<file path="config.mk">
export PLATFORM = sky130hd
export DESIGN_NAME = mips_mc_ctrl
export DESIGN_NICKNAME = d
export VERILOG_FILES = /design/src/rtl/mips_mc_ctrl.sv
export SDC_FILE = /design/constraint.sdc
export NUM_CORES = 1
export LEC_CHECK = 0
export ABC_AREA = 1
export CORE_MARGIN = 8
export CORE_UTILIZATION = 55
export DETAILED_ROUTE_END_ITERATION = 6
export DONT_BUFFER_PORTS = 1
export GPL_TIMING_DRIVEN = 0
export PLACE_DENSITY = 0.77
export SETUP_SLACK_MARGIN = 0.1
export SLEW_MARGIN = 0
export SYNTH_ARGS = -nofsm -noshare
export SYNTH_HDL_FRONTEND = slang
export SYNTH_SLANG_ARGS = --single-unit
</file>
<file path="constraint.sdc">
create_clock -name clk -period 3.5 [get_ports clk]
set_input_delay 0.7 -clock clk [delete_from_list [all_inputs] [get_ports clk]]
set_output_delay 0.7 -clock clk [all_outputs]
set_load 0.05 [all_outputs]
</file>
<file path="src/rtl/mips_mc_ctrl.sv">
// mips_mc_ctrl: multi-cycle control sequencer for the MIPS datapath core.
// Fetches over a variable-latency imem handshake, decodes opcode/funct and
// steps FETCH->DECODE->EXEC->MEM->WB, driving core control lines per state.
// Counts retired instructions; halts (sticky) on illegal encodings or timeouts.
module mips_mc_ctrl #(
  parameter int TIMEOUT = 256
) (
  input  logic        clk,
  input  logic        rst_n,
  input  logic [31:0] i_imem_rdata,
  input  logic        i_imem_ready,
  input  logic        i_dmem_ready,
  output logic        o_imem_req,
  output logic        o_dmem_req,
  output logic        o_ir_we,
  output logic        o_pc_we,
  output logic [1:0]  o_pc_next,
  output logic [1:0]  o_reg_dst,
  output logic        o_alu_src,
  output logic [1:0]  o_alu_ctrl,
  output logic        o_reg_we,
  output logic [1:0]  o_reg_in,
  output logic        o_mem_we,
  output logic        o_beq,
  output logic        o_bne,
  output logic [31:0] o_retired,
  output logic        o_halted,
  output logic [1:0]  o_err
);

  localparam int WCW = (TIMEOUT > 2) ? $clog2(TIMEOUT) : 1;
  localparam logic [WCW-1:0] WAIT_LAST = WCW'(TIMEOUT - 1);

  typedef enum logic [2:0] {
    S_RESET, S_FETCH, S_DECODE, S_EXEC, S_MEM, S_WB, S_HALT
  } state_t;

  typedef enum logic [3:0] {
    C_RALU, C_ADDI, C_XORI, C_LW, C_SW, C_BEQ, C_BNE, C_J, C_JAL, C_JR, C_ILL
  } cls_t;

  state_t          r_state;
  state_t          w_state_next;
  cls_t            w_cls;
  logic [5:0]      r_opcode;
  logic [5:0]      r_funct;
  logic [WCW-1:0]  r_wait_cnt;
  logic [31:0]     r_retired;
  logic            r_halted;
  logic [1:0]      r_err;
  logic            w_alu_src;
  logic [1:0]      w_alu_ctrl;
  logic            w_waiting;
  logic            w_unused;

  // Instruction fields between rs and funct are the datapath's business.
  assign w_unused = ^i_imem_rdata[25:6];

  // Classify the held opcode/funct into one instruction kind.
  always_comb begin
    w_cls = C_ILL;
    case (r_opcode)
      6'h00: begin
        case (r_funct)
          6'h20, 6'h22, 6'h2A: w_cls = C_RALU;
          6'h08:               w_cls = C_JR;
          default:             w_cls = C_ILL;
        endcase
      end
      6'h23:   w_cls = C_LW;
      6'h2B:   w_cls = C_SW;
      6'h04:   w_cls = C_BEQ;
      6'h05:   w_cls = C_BNE;
      6'h08:   w_cls = C_ADDI;
      6'h0E:   w_cls = C_XORI;
      6'h02:   w_cls = C_J;
      6'h03:   w_cls = C_JAL;
      default: w_cls = C_ILL;
    endcase
  end

  // ALU operand select and operation, held from EXEC through MEM and WB.
  always_comb begin
    w_alu_src  = 1'b0;
    w_alu_ctrl = 2'b00;
    case (w_cls)
      C_RALU: begin
        w_alu_src = 1'b1;
        case (r_funct)
          6'h22:   w_alu_ctrl = 2'b01;
          6'h2A:   w_alu_ctrl = 2'b11;
          default: w_alu_ctrl = 2'b00;
        endcase
      end
      C_XORI:       w_alu_ctrl = 2'b10;
      C_BEQ, C_BNE: begin
        w_alu_src  = 1'b1;
        w_alu_ctrl = 2'b01;
      end
      default: ;
    endcase
  end

  // A memory wait cycle: request outstanding and no response this cycle.
  assign w_waiting = ((r_state == S_FETCH) && !i_imem_ready) ||
                     ((r_state == S_MEM) && !i_dmem_ready);

  // State register.
  always_ff @(posedge clk or negedge rst_n) begin
    if (!rst_n) r_state <= S_RESET;
    else        r_state <= w_state_next;
  end

  // Next-state selection; a ready on the threshold cycle wins over timeout.
  always_comb begin
    w_state_next = r_state;
    case (r_state)
      S_RESET:  w_state_next = S_FETCH;
      S_FETCH: begin
        if (i_imem_ready)               w_state_next = S_DECODE;
        else if (r_wait_cnt == WAIT_LAST) w_state_next = S_HALT;
      end
      S_DECODE: w_state_next = (w_cls == C_ILL) ? S_HALT : S_EXEC;
      S_EXEC: begin
        case (w_cls)
          C_RALU, C_ADDI, C_XORI: w_state_next = S_WB;
          C_LW, C_SW:             w_state_next = S_MEM;
          default:                w_state_next = S_FETCH;
        endcase
      end
      S_MEM: begin
        if (i_dmem_ready)               w_state_next = (w_cls == C_SW) ? S_FETCH : S_WB;
        else if (r_wait_cnt == WAIT_LAST) w_state_next = S_HALT;
      end
      S_WB:     w_state_next = S_FETCH;
      default:  w_state_next = S_HALT;
    endcase
  end

  // Control outputs decoded from state and the held instruction class.
  always_comb begin
    o_imem_req = 1'b0;
    o_dmem_req = 1'b0;
    o_ir_we    = 1'b0;
    o_pc_we    = 1'b0;
    o_pc_next  = 2'b00;
    o_reg_dst  = 2'b00;
    o_alu_src  = 1'b0;
    o_alu_ctrl = 2'b00;
    o_reg_we   = 1'b0;
    o_reg_in   = 2'b00;
    o_mem_we   = 1'b0;
    o_beq      = 1'b0;
    o_bne      = 1'b0;
    case (r_state)
      S_FETCH: begin
        o_imem_req = 1'b1;
        o_ir_we    = i_imem_ready;
      end
      S_EXEC: begin
        o_alu_src  = w_alu_src;
        o_alu_ctrl = w_alu_ctrl;
        case (w_cls)
          C_BEQ: begin o_beq = 1'b1; o_pc_we = 1'b1; end
          C_BNE: begin o_bne = 1'b1; o_pc_we = 1'b1; end
          C_J:   begin o_pc_next = 2'b01; o_pc_we = 1'b1; end
          C_JAL: begin
            o_pc_next = 2'b01;
            o_pc_we   = 1'b1;
            o_reg_we  = 1'b1;
            o_reg_dst = 2'b10;
            o_reg_in  = 2'b10;
          end
          C_JR:  begin o_pc_next = 2'b10; o_pc_we = 1'b1; end
          default: ;
        endcase
      end
      S_MEM: begin
        o_dmem_req = 1'b1;
        o_alu_src  = w_alu_src;
        o_alu_ctrl = w_alu_ctrl;
        if (w_cls == C_SW) begin
          o_mem_we = 1'b1;
          o_pc_we  = i_dmem_ready;
        end
      end
      S_WB: begin
        o_reg_we   = 1'b1;
        o_pc_we    = 1'b1;
        o_alu_src  = w_alu_src;
        o_alu_ctrl = w_alu_ctrl;
        o_reg_dst  = (w_cls == C_RALU) ? 2'b01 : 2'b00;
        o_reg_in   = (w_cls == C_LW) ? 2'b01 : 2'b00;
      end
      default: ;
    endcase
  end

  // Instruction capture, wait counter, retire counter and halt/error status.
  always_ff @(posedge clk or negedge rst_n) begin
    if (!rst_n) begin
      r_opcode   <= '0;
      r_funct    <= '0;
      r_wait_cnt <= '0;
      r_retired  <= '0;
      r_halted   <= 1'b0;
      r_err      <= 2'b00;
    end else begin
      if ((r_state == S_FETCH) && i_imem_ready) begin
        r_opcode <= i_imem_rdata[31:26];
        r_funct  <= i_imem_rdata[5:0];
      end
      if (w_waiting && (w_state_next == r_state)) r_wait_cnt <= r_wait_cnt + 1'b1;
      else                                        r_wait_cnt <= '0;
      if (o_pc_we) r_retired <= r_retired + 32'd1;
      if ((w_state_next == S_HALT) && (r_state != S_HALT)) begin
        r_halted <= 1'b1;
        case (r_state)
          S_DECODE: r_err <= 2'b01;
          S_FETCH:  r_err <= 2'b10;
          S_MEM:    r_err <= 2'b11;
          default:  r_err <= 2'b01;
        endcase
      end
    end
  end

  assign o_retired = r_retired;
  assign o_halted  = r_halted;
  assign o_err     = r_err;

endmodule

</file>
==> run metrics, run 1 <==
Unique masters post-synth 31; Finished Cell Area 3507 um^2; Worst EP arrival 2550 ps; CTS clk-pin slew, worst paths 70 ps; crit path max fanout 5; capturing element type of the critical path primary output; Sw Share 0.2143; Startpoint Class register; largest net degree at the start of global routing 59; total power density per cell area 422.1 nW/um^2; Pleak 1.717 nW; Synth top area share 0.4620; slowest CP cell nor2_2; sequential cell area 1451 um^2; CP Cell Sequence inv_1 > nand2_1 > nor2_1 > nand2_1 > nand2_1 > nor2_1 > nand2_1 > nor2_1 > nand3_1 > nor2_1 > nor2_1 > nor2_2; CP dominant cell by count nor2_1; syn_nets 432; Area after DPL 3247 um^2; outcome completed; clock buffer depth 2; largest cells by area after synthesis dfrtp_1 46%, nand2_1 11%, nor2_1 6.9%; initial core utilization 0.5706; share of layout cells above drive strength 1 0.09512; total wire length 7455 um; # Max-Cap Violations 0; Final Max Slew Viols 0; flop-to-flop setup slack 850 ps; Seq pwr share 0.464; Hold Worst Slack 55.58 ps; Filler cells 506; most common cell after layout, fill and taps aside nand2_1; Total GRT Usage 0.1810; dpl hpwl 5525 um; sw power 0.0003172 W; #FFs+latches synth 58; DRT iter0 DRCs 113; min cycle time layout 3246 ps; max incr delay on CP 460 ps; die area 8387 um^2; vias per std cell 5.434; area grow syn2layout 11.63%; hold violation total from the final report 0; clk_skew 10.07 ps; f_max 308.1 MHz; CTS tree done; CP bufs+invs 1; cts bufs inserted 9; num ports 88; Least-Margin Pin Slew 1030 ps; Syn Area/Cell 7.974 um^2; Comb pwr share 0.027; clock sinks 58; CTS Root Cell clkbuf_8; multi-input logic area 1525 um^2; RSZ-0062 raised after global routing yes; post-synthesis sequential area ratio 0.4620; post-route DRC violation count 0; Slew Limit Headroom 0.3152; Final period util 0.9275; final worst setup slack 253.9 ps; Final setup viols 0; Setup Buffers After CTS 0; initial antenna violation count 0; nets@finish 443; Detail Route Antenna Nets 0; setup TNS 0 ps; clock share of power 0.510; Mapped Cells 394; top cell family by delay on the critical path simple AND/OR/NAND/NOR gates; Required @ worst endpoint 2800 ps; Die W 91.58 um; Hold Crit Class in2async; DRT Pass-1 Iters 4; cell taking the most area after synthesis dfrtp_1; num rows 27; Clock Latency Late Sink 330 ps; Syn Std Cell Area 3142 um^2; pre-CTS WS 310.9 ps; Core Box Area 5507 um^2; Die Span Y 91.58 um; number of global-route vias before repair 2582; P_int 0.001163 W; Ant. Diodes 0; WL per Instance 15.47 um; Port Buf Inserts 0; WS Path Type reg2out; Max rail drop VDD 0.2527 mV; Vias 2619; post-route core utilization 0.6369; most frequent cells in the layout 93 x nand2_1, 58 x dfrtp_1, 57 x nor2_1; htree depth 3; synth warn 0; first-pass GRT wire length 12300 um; Final GP Congestion 0.8994; total congestion overflow 0
[Yosys cell counts]
library cell	count
nor2_1	58
a31oi_1	2
ha_1	2
xnor2_1	10
and3_1	1
nor2_4	1
a21boi_0	1
nor3_1	12
mux2_4	1
nand3_1	25
o21ai_0	15
nor2_2	2
nand4_1	16
nand3_2	5
clkbuf_1	2
nand2_1	93
dfrtp_1	58
nand2_2	2
xor2_1	23
inv_2	2
nor3b_1	2
o21a_1	1
a21oi_1	9
nand4_2	1
inv_1	43
buf_4	1
buf_2	1
o211ai_1	1
o31ai_4	1
buf_6	1
nor4_1	2
[power groups by stage]
| stage | logic (W) | registers, W | clock network, W |
|---|---|---|---|
| after floorplan | 0.0000316 | 0.000697 | 0 |
| after global placement | 0.0000366 | 0.000698 | 0 |
| after detailed placement | 0.0000384 | 0.000699 | 0 |
| after CTS | 0.0000387 | 0.000686 | 0.000764 |
| after global routing | 0.0000448 | 0.000687 | 0.000800 |
| final | 0.0000398 | 0.000686 | 0.000754 |
[repair_timing]
item | in CTS | in global routing
endpoints found under the setup margin | 2 | 3
resized for setup | 2 | 2
hold buffers | 0 | 0
[final timing paths]
kind	startpoint	to	cells after the start
min in group clk	r_wait_cnt[0]	r_wait_cnt[0]	1
worst min-delay path	rst_n	r_wait_cnt[2]	0
worst max-delay path	r_opcode[0]	o_alu_src	12
worst min register to register	r_wait_cnt[0]	r_wait_cnt[0]	1
max in group asynchronous	rst_n	r_funct[1]	0
worst max register to register	o_retired[0]	o_retired[30]	10
[area by class of cell]
type | count | share of cell area
clock buffer | 9 | 0.03532
tap | 72 | 0.02569
clock inverter | 7 | 0.03318
multi-input combinational | 286 | 0.4349
sequential | 58 | 0.4138
buffer | 5 | 0.008919
inverter | 45 | 0.04816
[per-layer routing]
metal | track usage | part of all wire
met5 | 0 | 0
met4 | 0.08458 | 0.022
met3 | 0.06255 | 0.075
met2 | 0.2833 | 0.47
met1 | 0.2186 | 0.43
[cell families after synthesis]
| logic type | synth area share |
|---|---|
| AND/OR/NAND/NOR | 0.3134 |
| adder cells (fa/ha/maj) | 0.007964 |
| buffers and inverters | 0.06372 |
| AO/OA/AOI/OAI | 0.05615 |
| multiplexers | 0.004778 |
| flip-flops | 0.4620 |
| XOR/XNOR | 0.09199 |
[registers in the layout, summed over array words and instances, names as in the netlist]
name        cells
r_funct         6
r_opcode        6
r_state         3
o_retired      32
r_wait_cnt      8
o_err           2
o_halted        1
[stage by stage]
step	std cells	power [W]
detailed placement	466	0.0007371
global placement	466	0.0007350
finish	482	0.001480
global route	482	0.001532
floorplan	394	0.0007290
CTS	482	0.001489
[worst register-to-register path, cell delays in order (launching register included)]
cell	delay, ps
dfrtp_1	710
ha_1	280
nand2_1	60
nor2_1	200
nand3_1	130
nor2_1	170
nand3_1	160
nor4_1	380
nand3_2	180
nor2_1	150
xor2_1	150
Power figures use the tool's default switching activity.
==> run 2, diff against run 1 <==
--- a/config.mk
+++ b/config.mk
@@ -6,12 +6,12 @@
 export NUM_CORES = 1
 export LEC_CHECK = 0
 export ABC_AREA = 1
+export BUFFER_PORTS_ARGS = -buffer_cell sky130_fd_sc_hd__buf_2
 export CORE_MARGIN = 8
 export CORE_UTILIZATION = 55
 export DETAILED_ROUTE_END_ITERATION = 6
-export DONT_BUFFER_PORTS = 1
 export GPL_TIMING_DRIVEN = 0
-export PLACE_DENSITY = 0.77
+export PLACE_DENSITY = 0.91
 export SETUP_SLACK_MARGIN = 0.1
 export SLEW_MARGIN = 0
 export SYNTH_ARGS = -nofsm -noshare
==> constraint.sdc (replaced) <==
create_clock -name clk -period 3.9 [get_ports clk]
set_input_delay 0.78 -clock clk [delete_from_list [all_inputs] [get_ports clk]]
set_output_delay 0.78 -clock clk [all_outputs]
set_load 0.05 [all_outputs]
==> run metrics, run 2 (synthesis gave the netlist of run 1 again) <==
outcome completed (unchanged); crit path to o_alu_ctrl[0] (was o_alu_src); Hold Crit Class reg2reg (was in2async); most frequent cells in the layout 93 x nand2_1, 67 x buf_2, 58 x nor2_1, 58 x dfrtp_1, 43 x inv_1 (was 93 x nand2_1, 58 x dfrtp_1, 57 x nor2_1); DRT iter0 DRCs 181 (was 113); Reg2Reg Depth 10 (unchanged); initial antenna violation count 0 (unchanged); P_int 0.001067 W (was 0.001163 W); setup TNS 0 ps (unchanged); DRT Pass-1 Iters 5 (was 4); total wire length 7477 um (was 7455 um); Final setup viols 0 (unchanged); Clock Latency Late Sink 340 ps (was 330 ps); Required @ worst endpoint 3120 ps (was 2800 ps); Sw Share 0.2131 (was 0.2143); min cycle time layout 3211 ps; Die W 91.58 um (unchanged); capturing element type of the critical path primary output (unchanged); num ports 88 (unchanged); Post-CTS Resized 0 (was 2); CTS clk-pin slew, worst paths 60 ps (was 70 ps); post-route core utilization 0.6939 (was 0.6369); total congestion overflow 0 (unchanged); RSZ-0062 raised after global routing no (was yes); hold violation total from the final report 0 (unchanged); crit path max fanout 5 (unchanged); final worst setup slack 689.3 ps (was 253.9 ps); CP Cell Sequence nand2_1 > inv_1 > nand3_2 > nand2_1 > nor2_1 > nand2_1 > nor2_1 > nand3_1 > nor2_1 > nor2_1 > nor3_1 > buf_2 (was inv_1 > nand2_1 > nor2_1 > nand2_1 > nand2_1 > nor2_1 > nand2_1 > nor2_1 > nand3_1 > nor2_1 > nor2_1 > nor2_2); slowest CP cell dfrtp_1 (was nor2_2); CTS Root Cell clkbuf_8 (unchanged); clock buffer depth 2 (unchanged); Startpoint Class register (unchanged); CP dominant cell by count nor2_1 (unchanged); WL met2 3577 um (was 3508 um); Ant. Diodes 0 (unchanged); clk_skew 9.557 ps (was 10.07 ps); num rows 27 (unchanged); Final Max Slew Viols 0 (unchanged); Port Buf Inserts 67 (was 0); Worst R2R End o_retired[30] (unchanged); area grow syn2layout 21.62% (was 11.63%); Post-CTS Hold Buffers 0 (unchanged); FF-to-FF Start o_retired[1] (was o_retired[0]); WL per Instance 13.62 um (was 15.47 um); htree depth 3 (unchanged); Seq pwr share 0.454 (was 0.464); f_max 311.5 MHz; Detail Route Antenna Nets 0 (unchanged); sw power 0.0002890 W (was 0.0003172 W); Final period util 0.8233; first-pass GRT wire length 13240 um (was 12300 um); clock share of power 0.507 (was 0.510); max incr delay on CP 420 ps (was 460 ps); Max rail drop VDD 0.2310 mV (was 0.2527 mV); number of global-route vias before repair 2927 (was 2582); Filler cells 399 (was 506); clock sinks 58 (unchanged); Die Span Y 91.58 um (unchanged); nets@finish 510 (was 443); CP Launch Point r_opcode[0] (unchanged); cts bufs inserted 9 (unchanged); dpl hpwl 5708 um (was 5525 um); Setup Buffers After CTS 0 (unchanged); Pleak 2.004 nW (was 1.717 nW); share of layout cells above drive strength 1 0.2117 (was 0.09512); flop-to-flop setup slack 1740 ps (was 850 ps); most common cell after layout, fill and taps aside nand2_1 (unchanged); total power density per cell area 355.0 nW/um^2 (was 422.1 nW/um^2); Vias 2897 (was 2619); post-route DRC violation count 0 (unchanged); vias per std cell 5.277 (was 5.434); Comb pwr share 0.039 (was 0.027); pre-CTS WS 1089 ps (was 310.9 ps); largest net degree at the start of global routing 59 (unchanged); Slew Limit Headroom 0.5216 (was 0.3152); Worst EP arrival 2430 ps (was 2550 ps); Least-Margin Pin Slew 717.7 ps (was 1030 ps); Total GRT Usage 0.1910 (was 0.1810); met3 wire length 492 um (was 556 um); post-route total power 0.001357 W (was 0.001480 W); # Max-Cap Violations 0 (unchanged); die area 8387 um^2 (unchanged); Hold Worst Slack 471.8 ps (was 55.58 ps); initial core utilization 0.5706 (unchanged); max reg flops 32 (unchanged); Top Layer Used met4 (unchanged); Final GP Congestion 0.9095 (was 0.8994); Core Box Area 5507 um^2 (unchanged); CTS tree done (unchanged); WS Path Type reg2out (unchanged); Met1 Wirelength 3301 um (was 3229 um)
[run 2: worst min-delay path by stage]
stage | start | to | cells past startpoint
after floorplan | r_wait_cnt[0] | r_wait_cnt[0] | 1
after global placement | o_halted | o_halted | 2
after detailed placement | o_err[1] | o_err[1] | 2
after CTS | r_wait_cnt[0] | r_wait_cnt[0] | 1
after global routing | o_err[1] | o_err[1] | 2
final | o_err[1] | o_err[1] | 2
[run 2: layer usage]
| layer | up-vias | global-route usage |
|---|---|---|
| met4 | 0 | 0.09004 |
| met2 | 99 | 0.3079 |
| met3 | 11 | 0.04938 |
| met5 | - | 0 |
| met1 | 1357 | 0.2327 |
| li1 | 1430 | - |
[run 2: power groups by stage]
stage / combinational, W / sequential (W) / clock, W
floorplan: 0.0000284 / 0.000626 / 0
global placement: 0.0000522 / 0.000626 / 0
detailed placement: 0.0000538 / 0.000627 / 0
CTS: 0.0000544 / 0.000616 / 0.000698
global route: 0.0000621 / 0.000617 / 0.000728
finish: 0.0000534 / 0.000616 / 0.000687
[run 2: layout make-up]
| type | instances | area (um^2) | share of cell area |
|---|---|---|---|
| Buffer | 5 | 31.28 | 0.008186 |
| Clock buffer | 10 | 137.6 | 0.03602 |
| Clock inverter | 6 | 113.9 | 0.02980 |
| Inverter | 45 | 168.9 | 0.04420 |
| Multi-Input combinational cell | 286 | 1490 | 0.3900 |
| Sequential cell | 58 | 1451 | 0.3798 |
| Tap cell | 72 | 90.09 | 0.02358 |
| Timing Repair Buffer | 67 | 337.8 | 0.08841 |
[run 2: worst max-delay path, delay by kind of cell (launching register included)]
family / cells / cell delay (ps)
buffers and inverters: 2 / 400
AND/OR/NAND/NOR: 10 / 1270
flip-flops: 1 / 420
[run 2: metrics by stage]
stage | area, um^2 | std cells
6_report | 3821 | 549
5_1_grt | 3821 | 549
4_1_cts | 3819 | 549
3_5_place_dp | 3567 | 533
3_3_place_gp | 3567 | 533
2_1_floorplan | 3142 | 394
